<file path="config.mk">
export PLATFORM = sky130hd
export DESIGN_NAME = multicycle_control_mips
export DESIGN_NICKNAME = d
export VERILOG_FILES = /design/src/rtl/multicycle_control_mips.sv
export SDC_FILE = /design/constraint.sdc
export NUM_CORES = 1
export LEC_CHECK = 0
export CAP_MARGIN = 15
export CORE_UTILIZATION = 38
export CTS_CLUSTER_DIAMETER = 60
export DETAILED_ROUTE_END_ITERATION = 12
export PLACE_DENSITY = 0.79
export SYNTH_ARGS = -nofsm -noshare
export SYNTH_HDL_FRONTEND = slang
export SYNTH_SLANG_ARGS = --single-unit
export TNS_END_PERCENT = 10
</file>
<file path="constraint.sdc">
create_clock -name clk -period 1.2 [get_ports clk]
set_input_delay 0.12 -clock clk [delete_from_list [all_inputs] [get_ports clk]]
set_output_delay 0.12 -clock clk [all_outputs]
set_load 0.05 [all_outputs]
</file>
<file path="src/rtl/multicycle_control_mips.sv">
// -----------------------------------------------------------------------------
// multicycle_control_mips
//
// Control unit for a multicycle MIPS datapath. It supports lw, sw, R-type
// (add/sub/and/or/slt), addi, beq and j. The only storage element is the state
// register. Every control output is decoded combinationally from the state,
// the instruction fields, zero_flag, mem_rdy and rst.
//
// Ports
//   clk         in   sole clock, rising edge
//   rst         in   asynchronous active-high reset
//   op          in   opcode, instr[31:26]
//   funct       in   funct field, instr[5:0]
//   zero_flag   in   ALU zero result
//   mem_rdy     in   memory access completes this cycle
//   iord        out  memory address select: 0=PC, 1=ALU result register
//   mem_wr      out  memory write strobe
//   ir_wr       out  instruction register load
//   pc_en       out  PC load
//   reg_dst     out  register destination: 0=rt, 1=rd
//   mem_to_reg  out  write-back source: 1=memory data
//   reg_wr      out  register file write
//   alu_src_a   out  ALU source A: 0=PC, 1=regA
//   alu_src_b   out  ALU source B: 00=regB, 01=4, 10=signImm, 11=signImm<<2
//   pc_src      out  PC source: 00=ALU, 01=ALUOut, 10=jump target
//   alu_con     out  ALU operation
//   illegal_op  out  unsupported opcode seen in DECODE
//   state       out  current state (debug)
// -----------------------------------------------------------------------------
module multicycle_control_mips #(
  parameter int alu_con_width = 3,
  parameter int op_width      = 6,
  parameter int funct_width   = 6,
  parameter int state_width   = 4
) (
  input  logic                     clk,
  input  logic                     rst,
  input  logic [op_width-1:0]      op,
  input  logic [funct_width-1:0]   funct,
  input  logic                     zero_flag,
  input  logic                     mem_rdy,
  output logic                     iord,
  output logic                     mem_wr,
  output logic                     ir_wr,
  output logic                     pc_en,
  output logic                     reg_dst,
  output logic                     mem_to_reg,
  output logic                     reg_wr,
  output logic                     alu_src_a,
  output logic [1:0]               alu_src_b,
  output logic [1:0]               pc_src,
  output logic [alu_con_width-1:0] alu_con,
  output logic                     illegal_op,
  output logic [state_width-1:0]   state
);

  typedef enum logic [state_width-1:0] {
    s_fetch  = 0,
    s_decode = 1,
    s_memadr = 2,
    s_memrd  = 3,
    s_memwb  = 4,
    s_memwr  = 5,
    s_exec   = 6,
    s_aluwb  = 7,
    s_beq    = 8,
    s_addiex = 9,
    s_addiwb = 10,
    s_jump   = 11
  } state_t;

  localparam logic [op_width-1:0] op_lw    = 6'b100011;
  localparam logic [op_width-1:0] op_sw    = 6'b101011;
  localparam logic [op_width-1:0] op_rtype = 6'b000000;
  localparam logic [op_width-1:0] op_beq   = 6'b000100;
  localparam logic [op_width-1:0] op_addi  = 6'b001000;
  localparam logic [op_width-1:0] op_j     = 6'b000010;

  localparam logic [alu_con_width-1:0] alu_and = 3'b000;
  localparam logic [alu_con_width-1:0] alu_or  = 3'b001;
  localparam logic [alu_con_width-1:0] alu_add = 3'b010;
  localparam logic [alu_con_width-1:0] alu_sub = 3'b110;
  localparam logic [alu_con_width-1:0] alu_slt = 3'b111;

  state_t state_q;
  state_t state_d;

  // NOTE: sequential state uses non-blocking assignments so that every
  // process reading state_q sees the pre-edge value.
  always_ff @(posedge clk or posedge rst) begin
    if (rst) state_q <= s_fetch;
    else     state_q <= state_d;
  end

  assign state = state_q;

  always_comb begin
    // NOTE: every variable gets a default before the case, so no path
    // through this block can leave a value unassigned and infer a latch.
    state_d    = s_fetch;
    iord       = 1'b0;
    mem_wr     = 1'b0;
    ir_wr      = 1'b0;
    pc_en      = 1'b0;
    reg_dst    = 1'b0;
    mem_to_reg = 1'b0;
    reg_wr     = 1'b0;
    alu_src_a  = 1'b0;
    alu_src_b  = 2'b00;
    pc_src     = 2'b00;
    alu_con    = '0;
    illegal_op = 1'b0;

    case (state_q)
      s_fetch: begin
        // PC + 4 is computed every cycle. The IR and PC load only once the
        // memory read completes.
        alu_src_b = 2'b01;
        alu_con   = alu_add;
        ir_wr     = mem_rdy;
        pc_en     = mem_rdy;
        state_d   = mem_rdy ? s_decode : s_fetch;
      end
      s_decode: begin
        // Branch target (PC + imm<<2) is precomputed speculatively.
        alu_src_b = 2'b11;
        alu_con   = alu_add;
        case (op)
          op_lw, op_sw: state_d = s_memadr;
          op_rtype:     state_d = s_exec;
          op_beq:       state_d = s_beq;
          op_addi:      state_d = s_addiex;
          op_j:         state_d = s_jump;
          default: begin
            illegal_op = 1'b1;
            state_d    = s_fetch;
          end
        endcase
      end
      s_memadr: begin
        alu_src_a = 1'b1;
        alu_src_b = 2'b10;
        alu_con   = alu_add;
        state_d   = (op == op_lw) ? s_memrd : s_memwr;
      end
      s_memrd: begin
        iord    = 1'b1;
        state_d = mem_rdy ? s_memwb : s_memrd;
      end
      s_memwb: begin
        reg_wr     = 1'b1;
        mem_to_reg = 1'b1;
        state_d    = s_fetch;
      end
      s_memwr: begin
        // The write strobe is held until the memory accepts it.
        iord    = 1'b1;
        mem_wr  = 1'b1;
        state_d = mem_rdy ? s_fetch : s_memwr;
      end
      s_exec: begin
        alu_src_a = 1'b1;
        case (funct)
          6'b100000: alu_con = alu_add;
          6'b100010: alu_con = alu_sub;
          6'b100100: alu_con = alu_and;
          6'b100101: alu_con = alu_or;
          6'b101010: alu_con = alu_slt;
          default:   alu_con = alu_add;
        endcase
        state_d = s_aluwb;
      end
      s_aluwb: begin
        reg_wr  = 1'b1;
        reg_dst = 1'b1;
        state_d = s_fetch;
      end
      s_beq: begin
        alu_src_a = 1'b1;
        alu_con   = alu_sub;
        pc_src    = 2'b01;
        pc_en     = zero_flag;
        state_d   = s_fetch;
      end
      s_addiex: begin
        alu_src_a = 1'b1;
        alu_src_b = 2'b10;
        alu_con   = alu_add;
        state_d   = s_addiwb;
      end
      s_addiwb: begin
        reg_wr  = 1'b1;
        state_d = s_fetch;
      end
      s_jump: begin
        pc_src  = 2'b10;
        pc_en   = 1'b1;
        state_d = s_fetch;
      end
      default: state_d = s_fetch;
    endcase

    // The state register is already FETCH during reset. These gates stop
    // any write strobe from being seen while rst is high, including in the
    // delta between rst rising and the register clearing.
    if (rst) begin
      ir_wr  = 1'b0;
      pc_en  = 1'b0;
      reg_wr = 1'b0;
      mem_wr = 1'b0;
    end
  end

endmodule

</file>
==> results.rst, run 1 <==
.. list-table::
   :header-rows: 1

   * - Metric
     - Value
   * - Status
     - did not finish
   * - Last stage reached
     - 4_1_cts
   * - Tool error
     - [ERROR DPL-0038] Utilization greater than 100%, impossible to legalize
   * - Proportion of netlist area held by the largest area contributor
     - 15.1%
   * - Maximum count of clock buffers along a single path
     - 2
   * - Biggest area consumer among synthesized cells
     - dfrtp_1
   * - # placed instances
     - 164
   * - Synthesized netlist net count
     - 102
   * - Share of the yosys chip area belonging to registers
     - 15.1%
   * - Number of levels the H-tree was split into
     - 1
   * - Post-Synthesis Cells
     - 86
   * - Mean instance size in the synthesized netlist
     - 7.71 µm²
   * - Distinct cell type count of the synthesized netlist
     - 39
   * - Final estimated routing congestion in global placement
     - 0.851
   * - Height of the die
     - 43.8 µm
   * - Synth async-reset ratio
     - 100%
   * - HPWL Detailed
     - 2480 µm
   * - Total of hold buffers inserted after clock tree synthesis
     - 0
   * - Clock sink count
     - 4
   * - Most instantiated flip-flop cell in the synthesis netlist
     - dfrtp_1
   * - Synthesized flop and latch total
     - 4
   * - Netlist area before placement
     - 663 µm²
   * - Root Buffer
     - clkbuf_4
   * - Placement row count
     - 14
   * - IO Pins
     - 36
   * - CTS Buf Count
     - 3
   * - Number of synthesized flops with an enable pin
     - 0
   * - Number of resized instances in the post-cts repair step
     - 34
   * - Die W
     - 43.8 µm
   * - Number of warning messages in the yosys log
     - 0
   * - Port-buffer cells
     - 35
   * - Total setup buffers inserted after CTS
     - 4
   * - Starting utilization of the core area
     - a little over two fifths
   * - Top post-synthesis cells by area
     - dfrtp_1 15%, nor2_1 4.5%, o211ai_1 4.5%
Yosys cell counts, types with 2 or more instances:
cell	number
nor2_1	8
inv_1	7
nand2_1	5
dfrtp_1	4
nor3_1	4
o211ai_1	4
o21ai_0	4
and3_1	3
buf_4	3
nand4_1	3
nor2b_1	3
nor3b_1	3
o21ai_1	3
a211oi_2	2
a21oi_1	2
a2bb2oi_1	2
buf_6	2
nor3_2	2
xor2_1	2
metrics by stage:
step	cell area (µm²)	setup slack, ps
after floorplan	743	-568
after global placement	1490	-297
after detailed placement	1490	-387
cells by family after synthesis:
kind of cell	count (synthesis)	share of synthesized area [%]
AO/OA/AOI/OAI	23	24.7
multiplexers	1	1.70
buffers and inverters	13	11.5
AND/OR/NAND/NOR	43	44.3
XOR/XNOR	2	2.64
flip-flops	4	15.1
==> run 2: changes to the inputs <==
- CORE_AREA: unset -> 2 2 63 65
- CORE_UTILIZATION: 38 -> unset
- CTS_CLUSTER_DIAMETER: 60 -> unset
- DIE_AREA: unset -> 0 0 65 67
- PLACE_DENSITY: 0.79 -> unset
- PLACE_DENSITY_LB_ADDON: unset -> 0.15
==> run 2 against run 1 <==
  * The flow now finishes, with violations (negative setup slack)
  * Synthesized cell count did not move
  * Area after synthesis did not move
==> results.rst, run 2 <==
.. list-table::
   :header-rows: 1

   * - Metric
     - Value
   * - Final estimated routing congestion in global placement
     - 0.751 (was 0.851)
   * - P&R area growth vs syn
     - 167%
   * - Required time reported for the critical path endpoint
     - ~1100 ps
   * - Antenna cell count
     - 0
   * - Top-count cell post-synth
     - nor2_1 (unchanged)
   * - Proportion of netlist area held by the largest area contributor
     - 15.1% (unchanged)
   * - Synthesized flop and latch total
     - 4 (unchanged)
   * - Worst Hold Margin
     - 306 ps
   * - Headroom to the max-slew limit
     - 77.5%
   * - Status
     - complete, but fails checks (was did not finish)
   * - Post-DRT Antenna Nets
     - 0
   * - Reg-to-Reg End
     - state[2]
   * - CTS Buf Count
     - 3 (unchanged)
   * - Final setup violating endpoints
     - 22
   * - Synthesized netlist net count
     - 102 (unchanged)
   * - Cell types with the highest counts after synthesis
     - 8 x nor2_1, 7 x inv_1, 5 x nand2_1 (unchanged)
   * - Port-buffer cells
     - 35 (unchanged)
   * - Distinct cell type count of the synthesized netlist
     - 39 (unchanged)
   * - Clock-pin transition on the worst setup and hold timing paths
     - 30 ps
   * - Shortest clock period the worst path allows after layout
     - 1550 ps
   * - Clock sink count
     - 4 (unchanged)
   * - Critical Setup Path Class
     - flop to primary output
   * - Number of warning messages in the yosys log
     - 0 (unchanged)
   * - Number of synthesized flops with an enable pin
     - 0 (unchanged)
   * - IR drop worst, VDD
     - 0.434 mV
   * - Leading cell type in the layout, fill and taps excluded
     - buf_4
   * - Setup repair after global routing missed its margin
     - yes
   * - Top library cells by usage in the layout, fill and taps aside
     - 37 x buf_4, 21 x buf_12, 15 x clkdlybuf4s50_1
   * - Leakage power figure
     - about 0.00071 µW
   * - Flip-flop count of the largest register after layout
     - 4
   * - Slack of the worst reg-to-reg path
     - -280 ps
   * - Placeable core area
     - approximately 3600 µm²
   * - Starting utilization of the core area
     - 18.4% (was 42.5%)
   * - Remaining design rule violation count
     - 0
   * - Length in cells of the worst reg-to-reg path
     - 6
   * - Mean instance size in the synthesized netlist
     - 7.71 µm² (unchanged)
   * - Die Area
     - roughly 4400 µm²
   * - Routed wire per std cell
     - approximately 12 µm
   * - IO Pins
     - 36 (unchanged)
   * - Type of origin of the critical path
     - flop
   * - GRT overflow
     - 0
   * - Total Wirelength
     - 2410 µm
   * - Height of the die
     - 67 µm (was 43.8 µm)
   * - Final number of max-transition violations
     - 0
   * - Placement row count
     - 22 (was 14)
   * - Most instantiated flip-flop cell in the synthesis netlist
     - dfrtp_1 (unchanged)
   * - WP data arrival
     - around 1400 ps
   * - CP max FO
     - 5
   * - Largest net degree at the start of global routing
     - 11
   * - Netlist area before placement
     - 663 µm² (unchanged)
   * - Root Buffer
     - clkbuf_8 (was clkbuf_4)
   * - First drt pass iteration count
     - 4
   * - Total of hold buffers inserted after clock tree synthesis
     - 0 (unchanged)
   * - Synth async-reset ratio
     - 100% (unchanged)
   * - Global-route wire length before repair
     - 4150 µm
   * - Critical register-to-register path startpoint
     - state[0]
   * - Biggest area consumer among synthesized cells
     - dfrtp_1 (unchanged)
   * - Area of all placed cells without fillers
     - 1770 µm²
   * - Initial antenna violation count
     - 0
   * - Top post-synthesis cells by area
     - dfrtp_1 15%, nor2_1 4.5%, o211ai_1 4.5% (unchanged)
   * - Class of the tightest hold or removal check
     - input port to asynchronous set/reset pin
   * - Maximum count of clock buffers along a single path
     - 2 (unchanged)
   * - Max frequency
     - 645 MHz
   * - Violations in the final reports
     - negative setup slack
   * - Mean number of vias per cell
     - about 4.5
   * - Post-Synthesis Cells
     - 86 (unchanged)
   * - Largest clock skew in the final design
     - 4.24 ps
   * - Setup ws final
     - -351 ps
   * - Final core utilization
     - roughly half
   * - Number of DRC markers in iteration 0
     - 12
   * - Skew-Pair Late Insertion Delay
     - approximately 220 ps
   * - Vias after detailed routing
     - 948
   * - Ratio of final minimum period to clock period
     - 129%
   * - Max cap viols
     - 0
   * - Measured slew at the worst slew-check pin
     - 338 ps
   * - Die W
     - 65 µm (was 43.8 µm)
   * - HPWL Detailed
     - 2050 µm (was 2480 µm)
   * - Number of global-route vias before repair
     - 959
   * - Hold Vio Cnt, Final
     - 0
   * - Share of the yosys chip area belonging to registers
     - 15.1% (unchanged)
   * - P per Cell Area
     - 940 nW/µm²
   * - Final #Nets
     - about 180
   * - Worst Setup End Kind
     - primary output
   * - Setup TNS
     - -5440 ps
   * - Number of levels the H-tree was split into
     - 1 (unchanged)
   * - Overall track demand over capacity in global routing
     - 12.1%
   * - Fraction of layout cells with a size suffix above 1
     - between 60 and 70%
   * - Cell area reported after detailed placement
     - 1580 µm² (was 1490 µm²)
   * - CTS tree
     - done
run 2: final cells by class:
class	count	area (µm²)
Clock buffer	4	45.0
Fill cell	345	1840
Inverter	7	30.0
Multi-Input combinational cell	69	631
Sequential cell	4	105
Tap cell	48	60.1
Timing Repair Buffer	77	897
run 2: per-layer routing:
layer	vias up	wire length, µm	GRT usage [%]
met5	-	0	0
met3	2	124	2.03
li1	473	-	-
met1	448	996	13.7
met4	0	14	3.99
met2	25	1270	22.8
run 2: stage by stage:
stage	power, µW	std cells	setup slack [ps]
global route	1750	209	-421
CTS	1650	208	-370
floorplan	688	86	-568
detailed placement	1230	200	-325
finish	1660	209	-351
global placement	1220	200	-323
run 2: what timing repair did:
item                       CTS  global route
pin swaps                    9             3
setup buffers                4             1
resized for setup           21             5
setup endpoints to repair   22            22
run 2: logic make-up after synthesis:
logic type	share of synthesized area, %
AO/OA/AOI/OAI	24.7
XOR/XNOR	2.64
buffers and inverters	11.5
flip-flops	15.1
multiplexers	1.70
AND/OR/NAND/NOR	44.3
run 2: how the worst max path moves through the flow:
| stage | from | to | slack [ps] | cells past startpoint |
|---|---|---|---|---|
| final | state[2] | illegal_op | -350 | 4 |
| after global placement | op[1] | illegal_op | -320 | 5 |
| after global routing | state[3] | pc_en | -420 | 5 |
| after CTS | state[2] | illegal_op | -370 | 4 |
| after floorplan | state[2] | alu_con[2] | -570 | 4 |
| after detailed placement | funct[1] | alu_con[0] | -330 | 5 |
run 2: report_power, final:
group	switching (µW)	leakage [µW]	internal, µW
logic	557	0.000639	615
clock network	73.2	0.0000228	227
registers	35.5	0.0000479	154
total	666	0.000710	996
run 2: critical path, stage by stage (launching register included):
cell and delay, ps:
dfrtp_2 440, buf_12 150, nor4b_4 260, and3_4 230, buf_12 130
No activity file was read; power rests on OpenSTA's default activity.
